<file path="src/rtl/ddr_xfer_pkg.sv">
// Shared types and default geometry for the clock2x burst capture receiver.
package ddr_xfer_pkg;

  localparam int DDR_DATA_W    = 64;
  localparam int DDR_BURST_LEN = 8;
  localparam int DDR_TIMEOUT   = 16;
  localparam int DDR_MAX_GAP   = 2;
  localparam int BC4_LEN       = 4;

  typedef enum logic [1:0] {IDLE, WAIT_STROBE, CAPTURE, DONE} rx_state_e;

  typedef logic [$clog2(DDR_BURST_LEN)-1:0]          beat_idx_t;
  typedef logic [DDR_BURST_LEN-1:0][DDR_DATA_W-1:0]  burst_t;

endpackage

</file>
<file path="src/rtl/burst_capture_rx_if.sv">
// Strobe/data capture bus plus host-side valid/ready handover.
// The chop input exists only when BURST_CHOP_EN is defined.
interface burst_capture_rx_if #(
  parameter int DATA_W    = 64,
  parameter int BURST_LEN = 8
);
  logic                             start;
  logic [DATA_W-1:0]                DataBus;
  logic                             DQS_t;
  logic                             DQS_c;
  logic [BURST_LEN-1:0][DATA_W-1:0] DataHost;
  logic                             data_valid;
  logic                             data_ready;
  logic                             busy;
  logic                             error;
`ifdef BURST_CHOP_EN
  logic                             chop;
`endif

  modport master (
`ifdef BURST_CHOP_EN
    output chop,
`endif
    output start, DataBus, DQS_t, DQS_c, data_ready,
    input  DataHost, data_valid, busy, error
  );

  modport slave (
`ifdef BURST_CHOP_EN
    input  chop,
`endif
    input  start, DataBus, DQS_t, DQS_c, data_ready,
    output DataHost, data_valid, busy, error
  );
endinterface

</file>
<file path="src/rtl/dqs_edge_det.sv">
// Turns the differential strobe into a one-cycle beat qualifier: any toggle of
// the true leg while the pair is complementary.
module dqs_edge_det (
  input  logic clock2x,
  input  logic reset,
  input  logic dqs_t,
  input  logic dqs_c,
  output logic beat
);
  logic dqs_q;

  always_ff @(posedge clock2x) begin
    if (reset) dqs_q <= 1'b0;
    else       dqs_q <= dqs_t;
  end

  assign beat = (dqs_t != dqs_q) && (dqs_c == ~dqs_t);
endmodule

</file>
<file path="src/rtl/burst_capture_rx.sv">
// Captures one strobe-qualified DDR burst into DataHost and hands it to the host.
// Define BURST_CHOP_EN to add the chop input (4-beat bursts).
module burst_capture_rx
  import ddr_xfer_pkg::*;
#(
  parameter int DATA_W    = DDR_DATA_W,
  parameter int BURST_LEN = DDR_BURST_LEN,
  parameter int TIMEOUT   = DDR_TIMEOUT,
  parameter int MAX_GAP   = DDR_MAX_GAP
) (
  input  logic                clock2x,
  input  logic                reset,
  burst_capture_rx_if.slave   bus
);
  localparam int IDX_W = $clog2(BURST_LEN);
  localparam int TMR_W = $clog2(TIMEOUT + 1);
  localparam int GAP_W = $clog2(MAX_GAP + 1);

  rx_state_e                        state;
  logic [IDX_W-1:0]                 cnt;
  logic [IDX_W-1:0]                 last_idx;
  logic [TMR_W-1:0]                 timer;
  logic [GAP_W-1:0]                 gap;
  logic                             data_valid_q;
  logic                             busy_q;
  logic                             error_q;
  logic                             beat;
  logic                             last_beat;
  logic                             clr_host;
  logic                             wr_en;
  logic [BURST_LEN-1:0][DATA_W-1:0] host_q;

  dqs_edge_det u_edge (
    .clock2x (clock2x),
    .reset   (reset),
    .dqs_t   (bus.DQS_t),
    .dqs_c   (bus.DQS_c),
    .beat    (beat)
  );

`ifdef BURST_CHOP_EN
  logic chop_q;
  assign last_idx = chop_q ? IDX_W'(BC4_LEN - 1) : IDX_W'(BURST_LEN - 1);
`else
  assign last_idx = IDX_W'(BURST_LEN - 1);
`endif

  // cnt wraps after the final beat; termination comes from this flag, not cnt==0
  assign last_beat = (cnt == last_idx);

  always_comb begin
    clr_host = (state == IDLE) && bus.start;
    wr_en    = beat && ((state == WAIT_STROBE) || (state == CAPTURE));
  end

  always_ff @(posedge clock2x) begin
    if (reset) begin
      state        <= IDLE;
      cnt          <= '0;
      timer        <= '0;
      gap          <= '0;
      data_valid_q <= 1'b0;
      busy_q       <= 1'b0;
      error_q      <= 1'b0;
`ifdef BURST_CHOP_EN
      chop_q       <= 1'b0;
`endif
    end else begin
      error_q <= 1'b0;
      case (state)
        IDLE: begin
          if (bus.start) begin
            state  <= WAIT_STROBE;
            busy_q <= 1'b1;
            cnt    <= '0;
            timer  <= '0;
            gap    <= '0;
`ifdef BURST_CHOP_EN
            chop_q <= bus.chop;
`endif
          end
        end
        WAIT_STROBE, CAPTURE: begin
          if (beat) begin
            cnt <= cnt + 1'b1;
            gap <= '0;
            if (last_beat) begin
              state        <= DONE;
              busy_q       <= 1'b0;
              data_valid_q <= 1'b1;
            end else begin
              state <= CAPTURE;
            end
          end else if (state == WAIT_STROBE) begin
            if (timer == TMR_W'(TIMEOUT - 1)) begin
              state   <= IDLE;
              busy_q  <= 1'b0;
              error_q <= 1'b1;
            end else begin
              timer <= timer + 1'b1;
            end
          end else begin
            if (gap == GAP_W'(MAX_GAP - 1)) begin
              state   <= IDLE;
              busy_q  <= 1'b0;
              error_q <= 1'b1;
            end else begin
              gap <= gap + 1'b1;
            end
          end
        end
        DONE: begin
          // start is ignored here, even on the handshake cycle
          if (bus.data_ready) begin
            state        <= IDLE;
            data_valid_q <= 1'b0;
          end
        end
        default: state <= IDLE;
      endcase
    end
  end

  for (genvar i = 0; i < BURST_LEN; i++) begin : g_slot
    logic [DATA_W-1:0] slot_q;
    always_ff @(posedge clock2x) begin
      if (reset || clr_host)                 slot_q <= '0;
      else if (wr_en && cnt == IDX_W'(i))    slot_q <= bus.DataBus;
    end
    assign host_q[i] = slot_q;
  end

  assign bus.DataHost   = host_q;
  assign bus.data_valid = data_valid_q;
  assign bus.busy       = busy_q;
  assign bus.error      = error_q;
endmodule

</file>
<file path="src/flat_wrapper.sv">
// flat-port wrapper written by rule: the top's interface ports become plain ports
module burst_capture_rx_flat import ddr_xfer_pkg::*;
#(
  parameter int DATA_W    = DDR_DATA_W,
  parameter int BURST_LEN = DDR_BURST_LEN,
  parameter int TIMEOUT   = DDR_TIMEOUT,
  parameter int MAX_GAP   = DDR_MAX_GAP
)
  (clock2x, reset, bus_start, bus_DataBus, bus_DQS_t, bus_DQS_c, bus_data_ready, bus_DataHost, bus_data_valid, bus_busy, bus_error);
  burst_capture_rx_if #(.DATA_W(DATA_W), .BURST_LEN(BURST_LEN)) bus_i ();
  input  logic clock2x;
  input  logic reset;
  input wire logic [$bits(bus_i.start)-1:0] bus_start;
  input wire logic [$bits(bus_i.DataBus)-1:0] bus_DataBus;
  input wire logic [$bits(bus_i.DQS_t)-1:0] bus_DQS_t;
  input wire logic [$bits(bus_i.DQS_c)-1:0] bus_DQS_c;
  input wire logic [$bits(bus_i.data_ready)-1:0] bus_data_ready;
  output wire logic [$bits(bus_i.DataHost)-1:0] bus_DataHost;
  output wire logic [$bits(bus_i.data_valid)-1:0] bus_data_valid;
  output wire logic [$bits(bus_i.busy)-1:0] bus_busy;
  output wire logic [$bits(bus_i.error)-1:0] bus_error;
  assign bus_i.start = bus_start;
  assign bus_i.DataBus = bus_DataBus;
  assign bus_i.DQS_t = bus_DQS_t;
  assign bus_i.DQS_c = bus_DQS_c;
  assign bus_i.data_ready = bus_data_ready;
  assign bus_DataHost = bus_i.DataHost;
  assign bus_data_valid = bus_i.data_valid;
  assign bus_busy = bus_i.busy;
  assign bus_error = bus_i.error;
  burst_capture_rx #(.DATA_W(DATA_W), .BURST_LEN(BURST_LEN), .TIMEOUT(TIMEOUT), .MAX_GAP(MAX_GAP)) u_core (.clock2x(clock2x), .reset(reset), .bus(bus_i));
endmodule
</file>
<file path="config.mk">
export PLATFORM = sky130hd
export DESIGN_NAME = burst_capture_rx_flat
export DESIGN_NICKNAME = d
export VERILOG_FILES = /design/src/rtl/ddr_xfer_pkg.sv /design/src/rtl/burst_capture_rx_if.sv /design/src/rtl/dqs_edge_det.sv /design/src/rtl/burst_capture_rx.sv /design/src/flat_wrapper.sv
export SDC_FILE = /design/constraint.sdc
export NUM_CORES = 1
export LEC_CHECK = 0
export BUFFER_PORTS_ARGS = -buffer_cell sky130_fd_sc_hd__clkbuf_2
export CORE_MARGIN = 2
export CORE_UTILIZATION = 35
export CTS_BUF_LIST = sky130_fd_sc_hd__clkbuf_8
export CTS_CLUSTER_DIAMETER = 100
export DETAILED_ROUTE_END_ITERATION = 10
export MAX_ROUTING_LAYER = met4
export PLACE_DENSITY = 0.58
export SKIP_LAST_GASP = 1
export SLEW_MARGIN = 10
export SYNTH_ARGS = -nofsm -noshare
export SYNTH_HDL_FRONTEND = slang
export SYNTH_SLANG_ARGS = --single-unit
</file>
<file path="constraint.sdc">
create_clock -name clock2x -period 5.5 [get_ports clock2x]
set_input_delay 0.275 -clock clock2x [delete_from_list [all_inputs] [get_ports clock2x]]
set_output_delay 0.275 -clock clock2x [all_outputs]
set_load 0.02 [all_outputs]
</file>
# [Yosys cells after proc, flatten, opt, wreduce, memory -nomap -nowiden]
# Index checks and enable logic that the tools add are counted.
[word_totals] input_bits=70 elab_cells=107 out_inout_bits=515 mem_bits_ro=0 latch_bits=0 n_memories=0 regBits=528 ram_bits=0
[classes] n_mul=0 bitwise_logic=2 div=0 n_addsub=3 n_reduce_logical=25 eq_ne=26 shifts=0 n_lt_le_gt_ge=0 n_mux=35
[op_table] operator="2-bit two-way mux" n=10
[op_table] operator="5-bit two-way mux" n=4
[op_table] operator="1-bit two-way mux" n=13
[op_table] operator="3-bit equality test (second input constant)" n=4
[op_table] operator="4-bit AND reduction" n=3
[op_table] operator="1-bit logical AND" n=11
[op_table] operator="5-bit one-hot mux with 2 select lines" n=1
[op_table] operator="5-bit AND reduction" n=2
[op_table] operator="2-bit inequality test (second input constant)" n=4
[op_table] operator="3-bit by 2-bit equality test with 1-bit output (second input constant)" n=2
[op_table] operator="3-bit two-way mux" n=2
[op_table] operator="2-bit by 1-bit inequality test with 1-bit output (second input constant)" n=3
[op_table] operator="3-bit by 2-bit inequality test with 1-bit output (second input constant)" n=2
[op_table] operator="2-bit one-hot mux with 3 select lines" n=1
[op_table] operator="3-bit one-hot mux with 2 select lines" n=1
[op_table] operator="5-bit by 1-bit adder with 5-bit output (second input constant)" n=1
[op_table] operator="5-bit by 4-bit equality test with 1-bit output (second input constant)" n=1
[op_table] operator="2-bit by 1-bit equality test with 1-bit output (second input constant)" n=2
[op_table] operator="2-bit equality test (second input constant)" n=2
[op_table] operator="4-bit by 1-bit inequality test with 1-bit output (second input constant)" n=1
[op_table] operator="4-bit by 3-bit inequality test with 1-bit output (second input constant)" n=1
[op_table] operator="1-bit one-hot mux with 2 select lines" n=2
[op_table] operator="2-bit one-hot mux with 2 select lines" n=1
[op_table] operator="2-bit nonzero test" n=2
[op_table] operator="other kinds (13)" n=15

# [Depth between registers and ports, before layout]
[logic_depth] ltp_word=5 mapped_depth=10 depth_no_buf=7

# [Modules after synthesis]
# A second synthesis with hierarchy kept.
[hier_totals] hier_cells=2409 area_unflattened_um2=18973.2
[by_module_without_submodules] module="burst_capture_rx" area_per_inst_um2=18924.4 seq_area_each_um2=10550.1 cells_each=2404 n_inst=1
[by_module_without_submodules] module="dqs_edge_det" area_per_inst_um2=48.8 seq_area_each_um2=20.0 cells_each=5 n_inst=1

# [Worst setup path before layout]
# OpenSTA, ideal clock, no wires.
[synth_path] path_kind="reg2reg" startpoint="register u_core.timer[0]" endpoint="register u_core.timer[2]" setup_time_ps=70 slack_ps=3428 stages_incl_launch_ff=8 period_less_slack_ps=2072 t_required_ps=5430 arrival_time_ps=2001 n_path_buf=0 cell_sequence="dfxtp_1 ha_1 and3_1 ha_1 nand2b_1 a221o_1 or4_1 a21oi_1"
[synth_via] elab_chain_cells=5 word_cells_on_any_way=8 cone_classes="1 x add/sub; 2 x eq/ne; 4 x mux; 1 x reduce/logical"
[synth_rtl] element="start, declared" line_no="burst_capture_rx.sv:22" source="logic [TMR_W-1:0] timer;"
[synth_rtl] element="start signal, assigned" line_no="burst_capture_rx.sv:100" source="timer <= timer + 1'b1;"
[synth_rtl] element="5-bit by 1-bit adder with 5-bit output" line_no="burst_capture_rx.sv:100"
[synth_rtl] element="5-bit two-way mux" line_no="burst_capture_rx.sv:95" source="if (timer == TMR_W'(TIMEOUT - 1)) begin"
[synth_rtl] element="5-bit two-way mux" line_no="burst_capture_rx.sv:94" source="end else if (state == WAIT_STROBE) begin"
[synth_rtl] element="5-bit two-way mux" line_no="burst_capture_rx.sv:84" source="if (beat) begin"
[synth_rtl] element="5-bit one-hot mux with 2 select lines" line_no="burst_capture_rx.sv:70" source="case (state)"
# Parallel ways exist; a longest one is shown, timed or not. The select of a mux whose other input is x is not followed.
# A chain may end at the register's enable or synchronous reset.

# [Final worst setup path]
[layout_path] startpoint="register u_core.state[0]" endpoint="register u_core.g_slot[1].slot_q[19]"
[layout_via] elab_chain_cells=4 word_cells_on_any_way=8 cone_classes="2 x eq/ne; 6 x reduce/logical"
[layout_rtl] element="start, declared" line_no="burst_capture_rx.sv:19" source="rx_state_e state;"
[layout_rtl] element="start signal, assigned" line_no="burst_capture_rx.sv:58" source="state <= IDLE;"
[layout_rtl] element="start signal, assigned" line_no="burst_capture_rx.sv:73" source="state <= WAIT_STROBE;"
[layout_rtl] element="start signal, assigned" line_no="burst_capture_rx.sv:88" source="state <= DONE;"
[layout_rtl] element="2-bit by 1-bit equality test with 1-bit output or 2-bit equality test (tied branches)" line_no="burst_capture_rx.sv:53" source="wr_en = beat && ((state == WAIT_STROBE) || (state == CAPTURE));"
[layout_rtl] element="1-bit logical OR" line_no="burst_capture_rx.sv:53"
[layout_rtl] element="1-bit logical AND" line_no="burst_capture_rx.sv:53"
[layout_rtl] element="1-bit logical AND" line_no="burst_capture_rx.sv:128" source="else if (wr_en && cnt == IDX_W'(i)) slot_q <= bus.DataBus;"
[layout_rtl] element="end signal, assigned" line_no="burst_capture_rx.sv:128"
[layout_rtl] element="end, declared" line_no="burst_capture_rx.sv:125" source="logic [DATA_W-1:0] slot_q;"
# Parallel ways exist; a longest one is shown, timed or not.

==> metrics.txt <==
Ports slightly below 600; area grow syn2layout 28.34%; Post-synth EDFFs 0; crit path to u_core.g_slot[1].slot_q[19]; r2r worst-path depth 7; VDD IR-drop max roughly 0.00019 V; number of global-route vias before repair around 17000; flop2flop setup slack between 1.5 and 2 ns; HP Class primary input to flop; Final min period 3.955 ns; Syn Inst Count 2437; Syn Area/Cell about 7.9 µm²; outcome finished clean; Max H-tree Level 3; asr flop ratio synth 0%; R2R Path Start u_core.state[0]; final hold vios 0; Worst Path Max Fanout between 40 and 50; Post-Layout Cell Count ~3700; CTS Buf Count slightly above 90; synth unique cells between 40 and 50; Setup Viol. Count Final 0; CTS tree yes; Slew headroom about a quarter; Die W 238.2 µm; commonest cells after routing, fill and taps aside nand2_1, clkbuf_2, dfxtp_1; Startpoint Class flop; Die Height ~240 µm; clk_lat worst skew ~0.68 ns; max-slew violation total from the final report 0; Residual DRC 0; highest metal used met4; Clock Skews 0.01969 ns; core area between 50000 and 60000 µm²; Pleak about 9.6 nW; Port-buffer cells 584; yosys warns 0; fin crit share 71.90%; syn_nets around 2500; Worst-path clk slew around 0.06 ns; total congestion overflow 0; hold path depth 3; WL/cell 19.43 µm; Power Total slightly above 8 mW; Vias/cell 4.933; Worst-Margin Slew about 1.1 ns; crit end category flop; register area share after synthesis a little under three fifths; die area approximately 57000 µm²; most common flop cell mapped by yosys dfxtp_1; unrepaired setup endpoints after global routing no; total wire length ~73000 µm; initial antenna violation count 1; row count 85; drt pass-1 iters 5; DRT met1 WL about 30000 µm; synthesized area ~19000 µm²; #FFs+latches synth 528; MaxCap Viol Count 0; critical path arrival 4.53 ns; post-route ant nets 0; Cell Pwr Density about 330 nW/µm²; share of layout cells above drive strength 1 between 20% and 30%; Max Freq approximately 0.25 GHz; initial core utilization 35.52%; reg-to-reg endpoint u_core.g_slot[1].slot_q[19]; WS Path Type flop to flop; largest net degree at the start of global routing between 150 and 200; Layout Nets 3054; met3 wire length around 5300 µm; CTS sink count about 530; number of DRC markers in iteration 0 1409; CP required around 6.1 ns; Clock Tree Buf Depth 3; routed length on met2 34920 µm; Vias about 18000; Total GRT Usage about a quarter; placed insts around 3500; first-pass GRT wire length around 110000 µm; most common cell after layout, fill and taps aside nand2_1; Place WS between 1.5 and 2 ns; DP HPWL ~48000 µm; critical path launch point u_core.state[0]; root buffer cell clkbuf_8; fin worst setup slack between 1.5 and 2 ns; GPL Wtd Cong 0.8737; Setup TNS 0 ns
per-stage QoR:
stage / area [µm²] / utilization [%] / hold slack, ns
2_1_floorplan: 19190 / - / 0.3466
3_3_place_gp: 22120 / 40.93 / 0.4413
3_5_place_dp: 22120 / 40.93 / 0.4456
4_1_cts: 24620 / 45.58 / 0.0005794
5_1_grt: 24630 / 45.59 / 0.01437
6_report: 24630 / 45.59 / 0.07267
final cells by class:
type	count	area [µm²]
timing repair buffer	673	3799
fill	5442	29400
clock inverter	45	267.8
sequential	528	10570
tap	696	870.8
multi-input combinational	1660	7450
inverter	15	56.30
clock buffer	117	1610
antenna	2	5.005
registers in the layout, summed over array words and instances, names as in the netlist, 2 cells and up:
name and count:
u_core.cnt 3, u_core.g_slot.slot_q 512, u_core.gap 2, u_core.state 2
u_core.timer 5
routing by layer:
layer,up-vias,track usage (%)
li1,8887,-
met1,8675,30.68
met2,730,41.16
met3,137,5.935
met4,0,9.186
met5,-,-
cells in the mapped netlist, types with 2 or more instances:
library cell,n,area (µm²)
a21boi_1,4,30.03
a21o_1,7,52.55
a21oi_1,524,2623
a21oi_2,3,26.28
a31oi_1,5,31.28
and3_1,2,12.51
buf_1,3,11.26
buf_2,103,515.5
buf_4,64,480.5
clkbuf_1,64,240.2
dfxtp_1,528,10570
ha_1,15,187.7
inv_1,15,56.30
nand2_1,1035,3885
nand2b_1,4,25.02
nand3_1,4,20.02
nor2_1,3,11.26
nor2b_1,5,31.28
nor3_1,3,15.01
nor4bb_1,2,20.02
o21ai_0,5,25.02
o21ai_2,5,43.79
o31ai_1,2,15.01
or2_2,2,12.51
or3_1,4,25.02
or4_1,3,22.52
what timing repair did:
| action | 4_1_cts | 5_1_grt |
|---|---|---|
| setup buffers | 0 | 0 |
| endpoints found under the hold margin | 461 | 0 |
| resized for setup | 0 | 0 |
| hold buffers | 63 | 0 |
power by group:
part	leakage, nW	switching (mW)	internal (mW)
combinational	4.25	0.417	0.140
sequential	4.25	0.0208	3.85
clock	1.09	1.63	2.01
total	9.59	2.07	6.00
worst min path at each step:
stage	startpoint	end	slack [ns]
global route	bus_DataBus[24]	u_core.g_slot[2].slot_q[24]	0.01
CTS	bus_DataBus[24]	u_core.g_slot[7].slot_q[24]	0.0006
finish	bus_DataBus[24]	u_core.g_slot[7].slot_q[24]	0.07
global placement	u_core.g_slot[4].slot_q[43]	u_core.g_slot[4].slot_q[43]	0.44
detailed placement	u_core.g_slot[1].slot_q[57]	u_core.g_slot[1].slot_q[57]	0.45
floorplan	reset	u_core.u_edge.dqs_q	0.35
cells by family after synthesis:
| kind of cell | Yosys count | synth area share (%) |
|---|---|---|
| AOI/OAI and AO/OA | 566 | 15.35 |
| adders and majority gates | 15 | 0.9780 |
| buffers and inverters | 249 | 6.794 |
| DFF | 528 | 55.08 |
| muxes | 1 | 0.05216 |
| and+or+nand+nor | 1078 | 21.74 |
critical path, stage by stage (launching register included):
cell	delay, ns
dfxtp_1	0.43
inv_1	0.09
ha_1	0.60
nand4bb_1	0.90
a21boi_4	0.92
buf_4	0.56
nand2_1	0.11
a21oi_1	0.16
No activity file was read; power rests on OpenSTA's default activity.
